File: config.mk
export PLATFORM = sky130hd
export DESIGN_NAME = async_count_reader_flat
export DESIGN_NICKNAME = d
export VERILOG_FILES = /design/src/rtl/async_count_reader_if.sv /design/src/rtl/async_count_reader.sv /design/src/flat_wrapper.sv
export SDC_FILE = /design/constraint.sdc
export NUM_CORES = 1
export LEC_CHECK = 0
export ABC_AREA = 1
export CAP_MARGIN = 10
export CORE_UTILIZATION = 40
export DETAILED_ROUTE_END_ITERATION = 6
export SYNTH_ARGS = -nofsm -noshare
export SYNTH_HDL_FRONTEND = slang
export SYNTH_SLANG_ARGS = --single-unit
File: constraint.sdc
create_clock -name clk -period 2.2 [get_ports clk]
set_clock_uncertainty 0.2 [all_clocks]
set_input_delay 0.22 -clock clk [delete_from_list [all_inputs] [get_ports clk]]
set_output_delay 0.22 -clock clk [all_outputs]
set_load 0.02 [all_outputs]
File: src/rtl/async_count_reader_if.sv
// Bus interface for async_count_reader: the rippling counter input, the
// read request and the coherent-count results. The slave modport is the
// reader's view; the master modport is the environment's view.
// Optional feature macro: ASYNC_RD_DELTA_EN adds the cnt_delta signal.
interface async_count_reader_if #(
    parameter int WIDTH = 8
);
    logic [WIDTH-1:0] cnt_in;
    logic             rd_req;
    logic             busy;
    logic [WIDTH-1:0] cnt_out;
    logic             cnt_valid;
    logic             err;
`ifdef ASYNC_RD_DELTA_EN
    logic [WIDTH-1:0] cnt_delta;

    modport slave (
        input  cnt_in,
        input  rd_req,
        output busy,
        output cnt_out,
        output cnt_valid,
        output err,
        output cnt_delta
    );

    modport master (
        output cnt_in,
        output rd_req,
        input  busy,
        input  cnt_out,
        input  cnt_valid,
        input  err,
        input  cnt_delta
    );
`else
    modport slave (
        input  cnt_in,
        input  rd_req,
        output busy,
        output cnt_out,
        output cnt_valid,
        output err
    );

    modport master (
        output cnt_in,
        output rd_req,
        input  busy,
        input  cnt_out,
        input  cnt_valid,
        input  err
    );
`endif
endinterface

File: src/rtl/async_count_reader.sv
// async_count_reader: brings a free-running asynchronous ripple counter
// into the clk domain and, on request, returns a coherent count. A value
// is accepted only when two consecutive synchronised samples agree, so a
// sample taken while the counter is still rippling is never returned.
// A read that keeps seeing disagreeing samples gives up after MAX_RETRY
// compares and pulses err instead of cnt_valid.
// Optional feature macro: ASYNC_RD_DELTA_EN adds cnt_delta, the difference
// between the new count and the previously returned one (mod 2^WIDTH).
module async_count_reader #(
    parameter int WIDTH     = 8,
    parameter int MAX_RETRY = 4
) (
    input logic                 clk,
    input logic                 rst_n,
    async_count_reader_if.slave bus
);

    typedef enum logic [1:0] {
        IDLE   = 2'd0,
        SAMP_A = 2'd1,
        CMP    = 2'd2
    } state_t;

    localparam logic [3:0] RETRY_LIMIT = 4'(MAX_RETRY);

    state_t           state;
    state_t           state_nxt;
    logic [WIDTH-1:0] sync_meta;
    logic [WIDTH-1:0] sync;
    logic [WIDTH-1:0] samp_a;
    logic [WIDTH-1:0] samp_a_nxt;
    logic [3:0]       retry;
    logic [3:0]       retry_nxt;
    logic [WIDTH-1:0] cnt_out_q;
    logic [WIDTH-1:0] cnt_out_nxt;
    logic             valid_q;
    logic             valid_nxt;
    logic             err_q;
    logic             err_nxt;
    logic             busy_q;

    // Two-flop synchroniser on the counter bus, free-running regardless of the FSM
    always_ff @(posedge clk or negedge rst_n) begin
        if (!rst_n) begin
            sync_meta <= '0;
            sync      <= '0;
        end else begin
            sync_meta <= bus.cnt_in;
            sync      <= sync_meta;
        end
    end

    // Read FSM state register
    always_ff @(posedge clk or negedge rst_n) begin
        if (!rst_n) begin
            state <= IDLE;
        end else begin
            state <= state_nxt;
        end
    end

    // Next state plus next values of the sample, retry count and result outputs
    always_comb begin
        state_nxt   = state;
        samp_a_nxt  = samp_a;
        retry_nxt   = retry;
        cnt_out_nxt = cnt_out_q;
        valid_nxt   = 1'b0;
        err_nxt     = 1'b0;
        case (state)
            IDLE: begin
                if (bus.rd_req) begin
                    state_nxt = SAMP_A;
                    retry_nxt = 4'd0;
                end
            end
            SAMP_A: begin
                samp_a_nxt = sync;
                state_nxt  = CMP;
            end
            CMP: begin
                if (sync == samp_a) begin
                    cnt_out_nxt = sync;
                    valid_nxt   = 1'b1;
                    state_nxt   = IDLE;
                end else begin
                    samp_a_nxt = sync;
                    retry_nxt  = retry + 4'd1;
                    if (retry_nxt == RETRY_LIMIT) begin
                        err_nxt   = 1'b1;
                        state_nxt = IDLE;
                    end
                end
            end
            default: begin
                state_nxt = IDLE;
            end
        endcase
    end

    // Datapath and output registers; busy is registered from the next state
    always_ff @(posedge clk or negedge rst_n) begin
        if (!rst_n) begin
            samp_a    <= '0;
            retry     <= 4'd0;
            cnt_out_q <= '0;
            valid_q   <= 1'b0;
            err_q     <= 1'b0;
            busy_q    <= 1'b0;
        end else begin
            samp_a    <= samp_a_nxt;
            retry     <= retry_nxt;
            cnt_out_q <= cnt_out_nxt;
            valid_q   <= valid_nxt;
            err_q     <= err_nxt;
            busy_q    <= (state_nxt != IDLE);
        end
    end

    assign bus.busy      = busy_q;
    assign bus.cnt_out   = cnt_out_q;
    assign bus.cnt_valid = valid_q;
    assign bus.err       = err_q;

`ifdef ASYNC_RD_DELTA_EN
    logic [WIDTH-1:0] prev;
    logic [WIDTH-1:0] delta_q;

    // On each accepted count, record the step from the previous accepted count
    always_ff @(posedge clk or negedge rst_n) begin
        if (!rst_n) begin
            prev    <= '0;
            delta_q <= '0;
        end else if (valid_nxt) begin
            delta_q <= sync - prev;
            prev    <= sync;
        end
    end

    assign bus.cnt_delta = delta_q;
`endif

endmodule

File: src/flat_wrapper.sv
// flat-port wrapper written by rule: the top's interface ports become plain ports
module async_count_reader_flat 
#(
    parameter int WIDTH     = 8,
    parameter int MAX_RETRY = 4
)
  (clk, rst_n, bus_cnt_in, bus_rd_req, bus_busy, bus_cnt_out, bus_cnt_valid, bus_err);
  async_count_reader_if #(.WIDTH(WIDTH)) bus_i ();
  input logic clk;
  input logic rst_n;
  input wire logic [$bits(bus_i.cnt_in)-1:0] bus_cnt_in;
  input wire logic [$bits(bus_i.rd_req)-1:0] bus_rd_req;
  output wire logic [$bits(bus_i.busy)-1:0] bus_busy;
  output wire logic [$bits(bus_i.cnt_out)-1:0] bus_cnt_out;
  output wire logic [$bits(bus_i.cnt_valid)-1:0] bus_cnt_valid;
  output wire logic [$bits(bus_i.err)-1:0] bus_err;
  assign bus_i.cnt_in = bus_cnt_in;
  assign bus_i.rd_req = bus_rd_req;
  assign bus_busy = bus_i.busy;
  assign bus_cnt_out = bus_i.cnt_out;
  assign bus_cnt_valid = bus_i.cnt_valid;
  assign bus_err = bus_i.err;
  async_count_reader #(.WIDTH(WIDTH), .MAX_RETRY(MAX_RETRY)) u_core (.clk(clk), .rst_n(rst_n), .bus(bus_i));
endmodule
==> reports/results.ini <==
[yosys]
ys.flop_type=sky130_fd_sc_hd__dfrtp_1
net_count_after_synthesis=174
yosys.area.top_type=sky130_fd_sc_hd__dfrtp_1
synthesis.instances=162
synth.lib_cells_used.distinct=18
synth_seq_area_share_pct=63.3
netlist_area_um2=1620
synth_commonest_cells=sky130_fd_sc_hd__nand2_1, sky130_fd_sc_hd__dfrtp_1, sky130_fd_sc_hd__inv_1
ys_async_sr_fraction_pct=100
post_synth.cell_area_avg_um2=10.0
yosysWarningCount=0
most_area_consuming_cells_after_synthesis=sky130_fd_sc_hd__dfrtp_1, sky130_fd_sc_hd__nand2_1, sky130_fd_sc_hd__nand3_1, sky130_fd_sc_hd__inv_1, sky130_fd_sc_hd__o21ai_0
postSynthRegisterBits=41
count_of_flip_flops_with_a_built_in_enable_after_synthesis=0
yosysMostFrequentCell=sky130_fd_sc_hd__nand2_1
synth_largest_type_area_fraction_pct=63.3

[clock_tree]
post-cts-setup-buffer-count=0
numClockSinks=41
h-tree-depth=2
tritoncts.num_buffers=5
clk_pin_slew_ns=0.07
max-clock-path-buffers=2
cts_tree=built
root_buffer=sky130_fd_sc_hd__clkbuf_8
clk_latency_ns=0.29

[sta]
slew_viol_final=0
setup_total_negative_slack_ns=0
postLayoutSetupSlackWorst_ns=0.482
finalHoldViolCount=0
period_minus_slack_ns=1.72
setup_viols_final=0
grt_setup_unrepaired=false
worst-slew-pin-transition_ns=0.386
maxSlewHeadroom_pct=74.2
achievable-frequency_mhz=582
min_period_over_period_pct=78.1

[route]
antenna_left=0
avgViaCountPerCell=4.63
post_drt_wl_per_cell_um=11.1
post-route-drc-count=0
final_wl_mm=2.65
drtPass1Iterations=5
vias=1106
detail_route.iter0.violations=57

[power]
worst_vdd_drop_uv=572
finalPower_w=0.00215
pwr_density_cell_nw_per_um2=1080
p_leak_nw=1.05

[layout]
area_growth_syn_to_layout_pct=23.4
insertedDiodeCount=0
drive_gt1_share_pct=8.90
numnets_final=202

[worst_setup_path]
worstSetupStartpointType=flop
worst_ep_arrival_time_ns=1.70
worst-path-max-fanout=15
cp_data_required_time_ns=2.18
path_class=flop to flop
worstSetupEndpointType=flop

[placed_design]
place.port_buffers=21
detailedPlacementHpwl_mm=2.01
detailedPlace.worstSlack_ns=0.489
finalWeightedCongestion=0.809

[floorplanning]
initial_core_util_pct=43.0
rows=22
die_outline_area_um2=4310
die_x_um=65.7
chipHeight_um=65.7
placeableCoreArea_um2=3770
io-pin-count=22

[global_route]
grt_pass1_vias=1053
grt_util_all_layers_pct=14.5
grt_pass1_wl_mm=4.62
grt_max_degree=17
grt.overflow.total=0
grt_antenna_before_repair=0

[hold_path]
min-delay-path-class=input pin to async pin

[status]
outcome=finished clean

[flow_run]
cap_viol_max_count=0

critical path, cell delays in order (launching register included):
cell	delay [ns]
sky130_fd_sc_hd__dfrtp_1	0.43
sky130_fd_sc_hd__xnor2_1	0.15
sky130_fd_sc_hd__nand2_1	0.09
sky130_fd_sc_hd__nor2_2	0.13
sky130_fd_sc_hd__nand2_4	0.15
sky130_fd_sc_hd__nand2_4	0.18
sky130_fd_sc_hd__nand2_2	0.14
sky130_fd_sc_hd__nand2_1	0.09
sky130_fd_sc_hd__nand2_1	0.05
per-stage QoR:
step           std cells  hold WS [ns]  utilization (%)  cell area [um2]
5_1_grt              239         0.141             53.1             2000
3_3_place_gp         230        -0.105             49.7             1870
6_report             239         0.117             53.1             2000
2_1_floorplan        162        -0.276                -             1620
4_1_cts              239         0.115             53.1             2000
3_5_place_dp         230        -0.105             49.7             1870
metal layers:
metal / global-route usage [%] / routed length [um] / vias up
met1: 18.2 / 1240 / 516
met3: 5.21 / 128 / 4
met4: 4.89 / 27 / 0
li1: - / - / 560
met5: 0 / 0 / -
met2: 22.8 / 1260 / 26
sequential cells by signal, summed over array words and instances (netlist names):
name	count
u_core.bus.busy	1
u_core.bus.cnt_out	8
u_core.bus.cnt_valid	1
u_core.bus.err	1
u_core.retry	4
u_core.samp_a	8
u_core.state	2
u_core.sync	8
u_core.sync_meta	8
final timing paths:
kind                                     start                   to  slack (ns)  cells after the start
max                             u_core.sync[3]     u_core.samp_a[7]        0.48                      8
min                                      rst_n  u_core.sync_meta[5]        0.12                      2
max reg2reg                     u_core.sync[3]     u_core.samp_a[7]        0.48                      8
min reg2reg                u_core.sync_meta[3]       u_core.sync[3]        0.15                      0
max in group asynchronous                rst_n      u_core.retry[0]        1.21                      3
min in group clk           u_core.sync_meta[3]       u_core.sync[3]        0.15                      0
power breakdown:
group,switching [W],internal [W]
clock,0.000239,0.000370
combinational,0.000326,0.000213
sequential,0.000112,0.000895
cells by family after synthesis:
kind of cell    share of synthesized area (%)
compound gates                           2.47
xor+xnor                                 2.70
fa+ha+maj                               0.771
buf+inv                                  5.40
flops                                    63.3
simple gates                             25.4
layout make-up:
class,count,area [um2]
fillers,339,1770
flip-flops and latches,41,1030
multi-input cells,102,508
repair buffers,24,230
clock buffers,7,86.3
inverters,16,60.1
well taps,48,60.1
clock inverters,1,30.0
placed cells by master (no fill, tap or decap), drive strengths merged:
cell,instances
nor2,6
ha,1
nand3,14
nand2,62
dfrtp,41
bufinv,1
xnor2,3
buf,3
xor2,2
inv,16
nand3b,2
o21ai,8
dlygate4sd3,1
clkbuf,7
nand4,4
clkdlybuf4s50,20
repair_timing:
action                                  in CTS  in global routing
hold endpoints to repair                    41                  0
hold buffers                                 1                  0
gates resized for setup                      0                  0
endpoints found under the setup margin       0                  0
Power figures use the tool's default switching activity.
